[config.mk]
export PLATFORM = sky130hd
export DESIGN_NAME = painterengine_gpu_dma_writer
export DESIGN_NICKNAME = d
export VERILOG_FILES = /design/src/rtl/painterengine_gpu_dma_writer.sv
export SDC_FILE = /design/constraint.sdc
export NUM_CORES = 1
export LEC_CHECK = 0
export ABC_AREA = 1
export BUFFER_PORTS_ARGS = -buffer_cell sky130_fd_sc_hd__buf_2
export CAP_MARGIN = 25
export CORE_MARGIN = 1
export CORE_UTILIZATION = 45
export DETAILED_ROUTE_END_ITERATION = 8
export PLACE_DENSITY = 0.8
export SKIP_LAST_GASP = 1
export SLEW_MARGIN = 0
export SYNTH_ARGS = -nofsm -noshare
export SYNTH_HDL_FRONTEND = slang
export SYNTH_SLANG_ARGS = --single-unit
[constraint.sdc]
create_clock -name i_wire_clock -period 7.07 [get_ports i_wire_clock]
set_clock_uncertainty 0.2 [all_clocks]
set_input_delay 1.414 -clock i_wire_clock [delete_from_list [all_inputs] [get_ports i_wire_clock]]
set_output_delay 1.414 -clock i_wire_clock [all_outputs]
set_load 0.1 [all_outputs]
[src/rtl/painterengine_gpu_dma_writer.sv]
// AXI4 write master: drains one of four 32-bit word streams to memory as INCR bursts that never cross 1 KiB.
// Build option GPU_DMA_WRITER_BID_CHECK_EN: a write response carrying a nonzero BID ends the job with a PROTOCOL error.
module painterengine_gpu_dma_writer #(
   parameter int TIMEOUT_BIT = 18
) (
   input  logic         i_wire_clock,
   input  logic         i_wire_resetn,
   output logic         o_wire_done,
   input  logic [127:0] i_wire_address,
   input  logic [127:0] i_wire_length,
   input  logic [3:0]   i_wire_router,
   input  logic [127:0] i_wire_data,
   input  logic [3:0]   i_wire_data_valid,
   output logic [3:0]   o_wire_data_next,
   output logic         o_wire_error,
   output logic [2:0]   o_wire_error_type,
   output logic         o_wire_M_AXI_AWID,
   output logic [31:0]  o_wire_M_AXI_AWADDR,
   output logic [7:0]   o_wire_M_AXI_AWLEN,
   output logic [2:0]   o_wire_M_AXI_AWSIZE,
   output logic [1:0]   o_wire_M_AXI_AWBURST,
   output logic         o_wire_M_AXI_AWLOCK,
   output logic [3:0]   o_wire_M_AXI_AWCACHE,
   output logic [2:0]   o_wire_M_AXI_AWPROT,
   output logic [3:0]   o_wire_M_AXI_AWQOS,
   output logic         o_wire_M_AXI_AWVALID,
   input  logic         i_wire_M_AXI_AWREADY,
   output logic [31:0]  o_wire_M_AXI_WDATA,
   output logic [3:0]   o_wire_M_AXI_WSTRB,
   output logic         o_wire_M_AXI_WLAST,
   output logic         o_wire_M_AXI_WVALID,
   input  logic         i_wire_M_AXI_WREADY,
   input  logic         i_wire_M_AXI_BID,
   input  logic [1:0]   i_wire_M_AXI_BRESP,
   input  logic         i_wire_M_AXI_BVALID,
   output logic         o_wire_M_AXI_BREADY
);

   localparam int DATA_W = 32;

   localparam logic [2:0] ERR_OK         = 3'd0;
   localparam logic [2:0] ERR_ROUTER     = 3'd1;
   localparam logic [2:0] ERR_ADDRESS    = 3'd2;
   localparam logic [2:0] ERR_AW_TIMEOUT = 3'd3;
   localparam logic [2:0] ERR_W_TIMEOUT  = 3'd4;
   localparam logic [2:0] ERR_B_TIMEOUT  = 3'd5;
   localparam logic [2:0] ERR_BRESP      = 3'd6;
   localparam logic [2:0] ERR_PROTOCOL   = 3'd7;

   localparam logic [TIMEOUT_BIT:0] STALL_ONE = 1;

   typedef enum logic [3:0] {
      S_ROUTING,
      S_PARAM_CHECK,
      S_CALC_P0,
      S_CALC_P1,
      S_AW,
      S_WDATA,
      S_BRESP,
      S_DONE,
      S_ERROR
   } state_t;

   state_t                state;
   logic [DATA_W-1:0]     addr_r;
   logic [31:0]           len_r;
   logic [1:0]            idx_r;
   logic [31:0]           offset_r;
   logic [8:0]            beat_r;
   logic [TIMEOUT_BIT:0]  stall_r;
   logic [7:0]            unalign_p0;
   logic [8:0]            burstlen_r;
   logic [31:0]           awaddr_r;
   logic [7:0]            awlen_r;
   logic                  awvalid_r;
   logic [2:0]            error_type_r;

   logic                  route_ok;
   logic [1:0]            route_idx;
   logic [31:0]           remaining_w;
   logic [8:0]            aligned_w;
   logic [8:0]            blen_w;
   logic [31:0]           offset_next;
   logic [DATA_W-1:0]     lane_data;
   logic                  lane_valid;
   logic                  w_active;
   logic                  aw_fire;
   logic                  w_fire;
   logic                  w_last;
   logic                  bid_bad;

   // Burst length is the smaller of what is left of the job and what fits before the next 1 KiB line.
   function automatic logic [8:0] burst_len(input logic [31:0] remaining, input logic [8:0] aligned);
      if (remaining < {23'd0, aligned})
         burst_len = remaining[8:0];
      else
         burst_len = aligned;
   endfunction

   always_comb begin
      route_ok  = 1'b1;
      route_idx = 2'd0;
      case (i_wire_router)
         4'b0001: route_idx = 2'd0;
         4'b0010: route_idx = 2'd1;
         4'b0100: route_idx = 2'd2;
         4'b1000: route_idx = 2'd3;
         default: route_ok  = 1'b0;
      endcase
   end

`ifdef GPU_DMA_WRITER_BID_CHECK_EN
   assign bid_bad = i_wire_M_AXI_BID;
`else
   logic unused_bid;
   assign unused_bid = i_wire_M_AXI_BID;
   assign bid_bad    = 1'b0;
`endif

   assign remaining_w = len_r - offset_r;
   assign aligned_w   = 9'd256 - {1'b0, unalign_p0};
   assign blen_w      = burst_len(remaining_w, aligned_w);
   assign offset_next = offset_r + {23'd0, burstlen_r};

   assign lane_data  = i_wire_data[{idx_r, 5'd0} +: DATA_W];
   assign lane_valid = i_wire_data_valid[idx_r];
   assign w_active   = (state == S_WDATA);
   assign w_last     = w_active && (beat_r == burstlen_r - 9'd1);
   assign aw_fire    = awvalid_r && i_wire_M_AXI_AWREADY;
   assign w_fire     = w_active && lane_valid && i_wire_M_AXI_WREADY;

   assign o_wire_M_AXI_AWID    = 1'b0;
   assign o_wire_M_AXI_AWSIZE  = 3'b010;
   assign o_wire_M_AXI_AWBURST = 2'b01;
   assign o_wire_M_AXI_AWLOCK  = 1'b0;
   assign o_wire_M_AXI_AWCACHE = 4'b0010;
   assign o_wire_M_AXI_AWPROT  = 3'b000;
   assign o_wire_M_AXI_AWQOS   = 4'b0000;
   assign o_wire_M_AXI_AWADDR  = awaddr_r;
   assign o_wire_M_AXI_AWLEN   = awlen_r;
   assign o_wire_M_AXI_AWVALID = awvalid_r;

   // The W channel follows the selected source combinationally so a word is consumed in its handshake cycle.
   assign o_wire_M_AXI_WDATA  = lane_data;
   assign o_wire_M_AXI_WSTRB  = 4'hF;
   assign o_wire_M_AXI_WLAST  = w_last;
   assign o_wire_M_AXI_WVALID = w_active && lane_valid;
   assign o_wire_data_next    = w_fire ? (4'b0001 << idx_r) : 4'b0000;

   assign o_wire_M_AXI_BREADY = (state == S_BRESP);
   assign o_wire_done         = (state == S_DONE);
   assign o_wire_error        = (state == S_ERROR);
   assign o_wire_error_type   = error_type_r;

   always_ff @(posedge i_wire_clock or negedge i_wire_resetn) begin
      if (!i_wire_resetn) begin
         state        <= S_ROUTING;
         addr_r       <= '0;
         len_r        <= '0;
         idx_r        <= '0;
         offset_r     <= '0;
         beat_r       <= '0;
         stall_r      <= '0;
         unalign_p0   <= '0;
         burstlen_r   <= '0;
         awaddr_r     <= '0;
         awlen_r      <= '0;
         awvalid_r    <= 1'b0;
         error_type_r <= ERR_OK;
      end else begin
         case (state)
            S_ROUTING: begin
               if (route_ok) begin
                  addr_r <= i_wire_address[{route_idx, 5'd0} +: 32];
                  len_r  <= i_wire_length[{route_idx, 5'd0} +: 32];
                  idx_r  <= route_idx;
                  state  <= S_PARAM_CHECK;
               end else begin
                  error_type_r <= ERR_ROUTER;
                  state        <= S_ERROR;
               end
            end
            S_PARAM_CHECK: begin
               if (addr_r[1:0] != 2'b00 || len_r == 32'd0) begin
                  error_type_r <= ERR_ADDRESS;
                  state        <= S_ERROR;
               end else begin
                  offset_r <= '0;
                  beat_r   <= '0;
                  stall_r  <= '0;
                  state    <= S_CALC_P0;
               end
            end
            // ---- burst planning stage 0: word position inside the current 1 KiB line
            S_CALC_P0: begin
               unalign_p0 <= addr_r[9:2] + offset_r[7:0];
               state      <= S_CALC_P1;
            end
            // ---- burst planning stage 1: clamp to the line end and to the words left
            S_CALC_P1: begin
               burstlen_r <= blen_w;
               awaddr_r   <= addr_r + (offset_r << 2);
               awlen_r    <= 8'(blen_w - 9'd1);
               awvalid_r  <= 1'b1;
               state      <= S_AW;
            end
            S_AW: begin
               if (stall_r[TIMEOUT_BIT]) begin
                  awvalid_r    <= 1'b0;
                  error_type_r <= ERR_AW_TIMEOUT;
                  state        <= S_ERROR;
               end else if (aw_fire) begin
                  awvalid_r <= 1'b0;
                  beat_r    <= '0;
                  stall_r   <= '0;
                  state     <= S_WDATA;
               end else begin
                  stall_r <= stall_r + STALL_ONE;
               end
            end
            S_WDATA: begin
               if (stall_r[TIMEOUT_BIT]) begin
                  error_type_r <= ERR_W_TIMEOUT;
                  state        <= S_ERROR;
               end else if (w_fire) begin
                  stall_r <= '0;
                  if (w_last) begin
                     beat_r <= '0;
                     state  <= S_BRESP;
                  end else begin
                     beat_r <= beat_r + 9'd1;
                  end
               end else begin
                  stall_r <= stall_r + STALL_ONE;
               end
            end
            S_BRESP: begin
               if (stall_r[TIMEOUT_BIT]) begin
                  error_type_r <= ERR_B_TIMEOUT;
                  state        <= S_ERROR;
               end else if (i_wire_M_AXI_BVALID) begin
                  stall_r <= '0;
                  if (bid_bad) begin
                     error_type_r <= ERR_PROTOCOL;
                     state        <= S_ERROR;
                  end else if (i_wire_M_AXI_BRESP != 2'b00) begin
                     error_type_r <= ERR_BRESP;
                     state        <= S_ERROR;
                  end else begin
                     offset_r <= offset_next;
                     state    <= (offset_next >= len_r) ? S_DONE : S_CALC_P0;
                  end
               end else begin
                  stall_r <= stall_r + STALL_ONE;
               end
            end
            default: begin
               state <= state;
            end
         endcase
      end
   end

endmodule

==> Yosys cells after proc, flatten, opt, wreduce, memory -nomap -nowiden <==
Cells that the tools add are included.
{ "classes": {"add_sub_neg": 9, "magnitude_cmp": 3, "n_eq_ne": 30, "shifts": 4, "muxes": 49, "reduce_logical": 24} }
{ "op_table": {"columns": ["op", "count"], "rows": [
  ["variable part select 128 x 8 -> 32 bit", 3],
  ["two-way mux 19 bit", 7],
  ["two-way mux 32 bit", 4],
  ["one-hot mux 19 bit (4 select lines)", 1],
  ["one-hot mux 32 bit (2 select lines)", 1],
  ["two-way mux 9 bit", 7],
  ["two-way mux 4 bit", 11],
  ["adder 32 bit", 1],
  ["adder 32 x 9 -> 32 bit", 1],
  ["greater-or-equal comparator 32 bit", 1],
  ["logical NOT 32 bit", 1],
  ["less-than comparator 32 x 9 -> 1 bit", 1],
  ["subtractor 32 bit", 1],
  ["one-hot mux 4 bit (7 select lines)", 1],
  ["one-hot mux 9 bit (3 select lines)", 1],
  ["two-way mux 3 bit", 8],
  ["inequality test 2 bit (second input constant)", 11],
  ["equality test 4 x 3 -> 1 bit (second input constant)", 5],
  ["adder 19 x 1 -> 19 bit (second input constant)", 1],
  ["one-hot mux 3 bit (5 select lines)", 1],
  ["AND reduction 5 bit", 3],
  ["equality test 4 x 2 -> 1 bit (second input constant)", 3],
  ["adder 9 x 1 -> 9 bit (second input constant)", 1],
  ["equality test 9 bit", 1],
  ["other kinds (28)", 43]
]} }
{ "word_totals": {"register_bits": 191, "in_bits": 400, "elab_cells": 133} }

==> Logic depth before layout (Yosys ltp) <==
{ "depth": {"depth_word": 7, "ltp_mapped": 29, "ltp_nobuf": 29} }

==> Worst setup path before layout <==
OpenSTA, ideal clock, no wires.
{ "synth_timing": {"kind": "input-to-output", "from": "in i_wire_data_valid[3]", "to": "out o_wire_data_next[0]", "arrival_time_ps": 4803, "setup_slack_ps": 653, "path_stages": 4, "n_path_buf": 0, "cell_sequence": "nand3_1 -> a41oi_2 -> nand2_2 -> nor3_1"} }
{ "synth_via": {"elab_chain_len": 5} }
{ "synth_lines": {"columns": ["element", "line_no", "source"], "rows": [
  ["start, declared", "13", "input logic [3:0] i_wire_data_valid,"],
  ["binary-select mux 1 bit (select 2 bit)", "126", "assign lane_valid = i_wire_data_valid[idx_r];"],
  ["two-way mux 1 bit (not written as such)", "126", null],
  ["logical AND 1 bit", null, null],
  ["named net o_wire_M_AXI_WVALID", "31", "output logic o_wire_M_AXI_WVALID,"],
  ["logical AND 1 bit", "130", "assign w_fire = w_active && lane_valid && i_wire_M_AXI_WREADY;"],
  ["two-way mux 4 bit", "148", "assign o_wire_data_next = w_fire ? (4'b0001 << idx_r) : 4'b0000;"],
  ["end, declared", "14", "output logic [3:0] o_wire_data_next,"]
]} }
The timed path passes the listed nets, and every way through them passes these cells. The select of a mux whose other input is x is not followed.

==> Worst setup path in the final report <==
{ "layout_timing": {"from": "reg offset_r[0]", "to": "reg state[0]"} }
{ "layout_via": {"elab_chain_len": 7} }
{ "layout_lines": {"columns": ["element", "line_no", "source"], "rows": [
  ["start, declared", "68", "logic [31:0] offset_r;"],
  ["start signal, assigned", "250", "offset_r <= offset_next;"],
  ["adder 32 x 9 -> 32 bit", "123", "assign offset_next = offset_r + {23'd0, burstlen_r};"],
  ["greater-or-equal comparator 32 bit", "251", "state <= (offset_next >= len_r) ? S_DONE : S_CALC_P0;"],
  ["two-way mux 3 bit", "251", null],
  ["two-way mux 4 bit", "246", "end else if (i_wire_M_AXI_BRESP != 2'b00) begin"],
  ["two-way mux 4 bit", "241", "end else if (i_wire_M_AXI_BVALID) begin"],
  ["two-way mux 4 bit", "238", "if (stall_r[TIMEOUT_BIT]) begin"],
  ["one-hot mux 4 bit (7 select lines)", "171", "case (state)"],
  ["end signal, assigned", "251", null],
  ["end signal, assigned", "258", "state <= state;"],
  ["end, declared", "64", "state_t state;"]
]} }
Every way passes these cells. The select of a mux whose other input is x is not followed.
A chain may end at the register's enable or synchronous reset.

==> results_dict.tcl <==
set metrics [dict create \
    slowest_delay_ns 0.43 \
    ctsHtreeMaxLevel 4 \
    avgRoutedWirePerCell_um 17.3 \
    yosys.area_share.simple_pct 30.1 \
    area_growth_syn_to_layout_pct 19.6 \
    ant_nets 0 \
    seq_area_frac_synth_pct 27.5 \
    synth-xor-area-share_pct 4.03 \
    max_cap_violations 0 \
    slew_headroom_pct 36.1 \
    drt-initial-drc-count 1200 \
    status "completed" \
    io_pins 507 \
    ys_types 61 \
    placed_area_um2 20100 \
    cts_buffers 17 \
    antenna_found_initial 10 \
    synth-edff-count 0 \
    vias 19300 \
    cp-end-kind "flop" \
    ys_warn_count 0 \
    rows 71 \
    initial_utilization_pct 45.9 \
    place.port_buffers 483 \
    hp-start "o_wire_M_AXI_AWLEN[7]" \
    setup_tns_ns 0 \
    synth_area_per_cell_um2 6.56 \
    final_max_slew_viol_count 0 \
    core_um2 37800 \
    grt_pass1_wl_mm 94.9 \
    p_leak_nw 11.0 \
    ys_ff_latch 191 \
    rsz0062_at_grt "no" \
    worstHoldEndpoint "o_wire_M_AXI_AWLEN[7]" \
    power.total_mw 2.70 \
    gp_congestion 0.989 \
    period_share_pct 69.3 \
    synth_ff_type "dfrtp_1" \
    worst_setup_path_start_kind "flop" \
    synth_mux_area_share_pct 0 \
    die_x_um 199 \
    async_flop_share_pct 100 \
    hpwl_mm 50.8 \
    reg2reg_depth 29 \
    power_density_nw_per_um2 130 \
    clkSinkCount 191 \
    cts_tree "done" \
    worst_path_most_repeated_cell "nand3_1" \
    grtUsageTotal_pct 31.5 \
    clock_latency_ns 0.46 \
    grt_pass1_vias 18100 \
    clk_pin_slew_ns 0.07 \
    met1_usage_pct 35.1 \
    fin_cells 3604 \
    cp.required_ns 7.24 \
    busiest_layer "met2" \
    hold_depth 2 \
    fin_crit_ns 4.90 \
    cts_root_buf "clkbuf_16" \
    slowest_stage "dfrtp_1" \
    fmax_mhz 204 \
    grt_use_met3_pct 6.95 \
    cp_max_fo 4 \
    finalWirelength_mm 62.4 \
    r2r_slack_ns 2.17 \
    peakVddDrop_mv 0.173 \
    path_class "flop to flop" \
    r2r_start "offset_r[0]" \
    syn_inst 2649 \
    clk_path_buf_depth 2 \
    setup_viol 0 \
    post_cts_resized 0 \
    die_area_um2 39400 \
    r2r-end "state[0]" \
    dp_cells 3561 \
    final_hold_viol_count 0 \
    syn-cell-area_um2 17400 \
    die_h_um 199 \
    grt_util_met2_pct 54.3 \
    stdcell_area_um2 20800 \
    viasPerCell 5.36 \
    cts_setup_buffers 0 \
    nets 3587 \
    holdBufCountCts 0 \
    synth_fa_ha_area_share_pct 8.55 \
    synth_compound_area_share_pct 19.4 \
    grt_max_degree 164 \
    drive_above_1_share_pct 19.2 \
    tightest_slew_ns 0.959 \
    drc 0 \
    synth_top_family_by_area "simple AND/OR/NAND/NOR gates" \
    arrival_ns 5.07 \
    grt.overflow.total 0 \
    hold_path.class "flop to flop" \
    drt_pass1_iterations 6 \
]
-- stage by stage --
step / setup WS (ns) / util [%] / hold slack, ns
finish: 2.17 / 54.9 / 0.280
global route: 1.66 / 54.9 / 0.294
CTS: 2.19 / 54.8 / 0.278
detailed placement: 2.26 / 53.2 / 0.261
global placement: 2.37 / 53.2 / 0.257
floorplan: 0.653 / - / 0.268
-- worst max-delay path by stage --
stage                               from                   to  slack (ns)  depth (start not counted)
CTS                             idx_r[0]  o_wire_data_next[1]        2.19                          9
floorplan           i_wire_data_valid[3]  o_wire_data_next[0]        0.65                          4
detailed placement           offset_r[0]             state[0]        2.26                         29
global route                 offset_r[0]             state[0]        1.66                         29
finish                       offset_r[0]             state[0]        2.17                         29
global placement           burstlen_r[2]             state[0]        2.37                         25
-- layout by cell type (no fill, tap or decap), types with 5 or more instances in the layout --
cell type	instances
o21ai_0	221
nand4_1	34
clkbuf_16	17
buf_4	13
a21oi_1	95
nand3b_1	5
o21ai_1	7
dfrtp_1	190
nor3_2	5
nor4_1	14
a21o_1	6
a22oi_1	33
xor2_1	51
inv_1	326
nor3_1	31
nand2_1	550
o211ai_1	9
ha_1	114
a31oi_1	81
inv_6	6
nand3_1	194
inv_2	10
o21a_1	64
diode_2	10
nor2_1	354
nand2_2	10
nor2_2	14
conb_1	22
xnor2_1	29
buf_2	482
and2_1	5
o22ai_1	18
-- layer usage --
metal / wire length (um) / share of wire (%)
met5: 9 / 0.014
met4: 3780 / 6.1
met3: 4900 / 7.9
met2: 29600 / 47
met1: 24200 / 39
-- flip-flops by register name (all words and copies together) (netlist names) --
| name | flops |
|---|---|
| addr_r | 32 |
| beat_r | 9 |
| burstlen_r | 9 |
| idx_r | 2 |
| len_r | 32 |
| o_wire_M_AXI_AWADDR | 32 |
| o_wire_M_AXI_AWLEN | 8 |
| o_wire_M_AXI_AWVALID | 1 |
| o_wire_error_type | 3 |
| offset_r | 32 |
| stall_r | 19 |
| state | 4 |
| unalign_p0 | 8 |
-- final cells by class --
| type | instances | area [um2] |
|---|---|---|
| Antenna cell | 10 | 25.0 |
| Fill cell | 3867 | 17100 |
| Tap cell | 511 | 639 |
| Sequential cell | 191 | 4780 |
| Timing Repair Buffer | 498 | 2550 |
| Clock buffer | 18 | 429 |
| Multi-Input combinational cell | 2022 | 10900 |
| Inverter | 340 | 1280 |
| Clock inverter | 14 | 168 |
-- power by group --
part / switching, mW / internal [mW] / total, mW
combinational: 0.379 / 0.183 / 0.563
clock: 0.487 / 0.536 / 1.02
sequential: 0.0123 / 1.10 / 1.11
-- logic make-up (layout without fill, tap and decap cells) --
family | after synthesis | count (layout)
simple gates | 1235 | 1235
compound gates | 568 | 568
buf+inv | 456 | 870
flops | 191 | 191
fa+ha+maj | 117 | 117
xor+xnor | 80 | 80
other cells | 2 | 32
-- synthesized netlist by cell type (22+ instances only) --
library cell  instances  area share (%)
inv_1               328             7.1
dfrtp_1             191              27
o21ai_0             221             6.4
nand3_1             195             5.6
xnor2_1              29             1.5
buf_4                22            0.95
o21a_1               64             2.8
nand2_1             550              12
nand4_1              34             1.2
clkbuf_1             84             1.8
nor3_1               32            0.92
ha_1                114             8.2
a22oi_1              33             1.4
a31oi_1              81             2.9
a21oi_1              95             2.7
xor2_1               51             2.6
nor2_1              356             7.7
-- critical path, delay by kind of cell, from the launching register on --
kind            cells  cell delay [ns]
compound gates      7             0.77
simple gates       15             2.14
fa+ha+maj           3             0.84
buf+inv             3             0.21
flops               1             0.43
xor+xnor            1             0.21
Note: power is estimated with default switching activity, not from simulation.
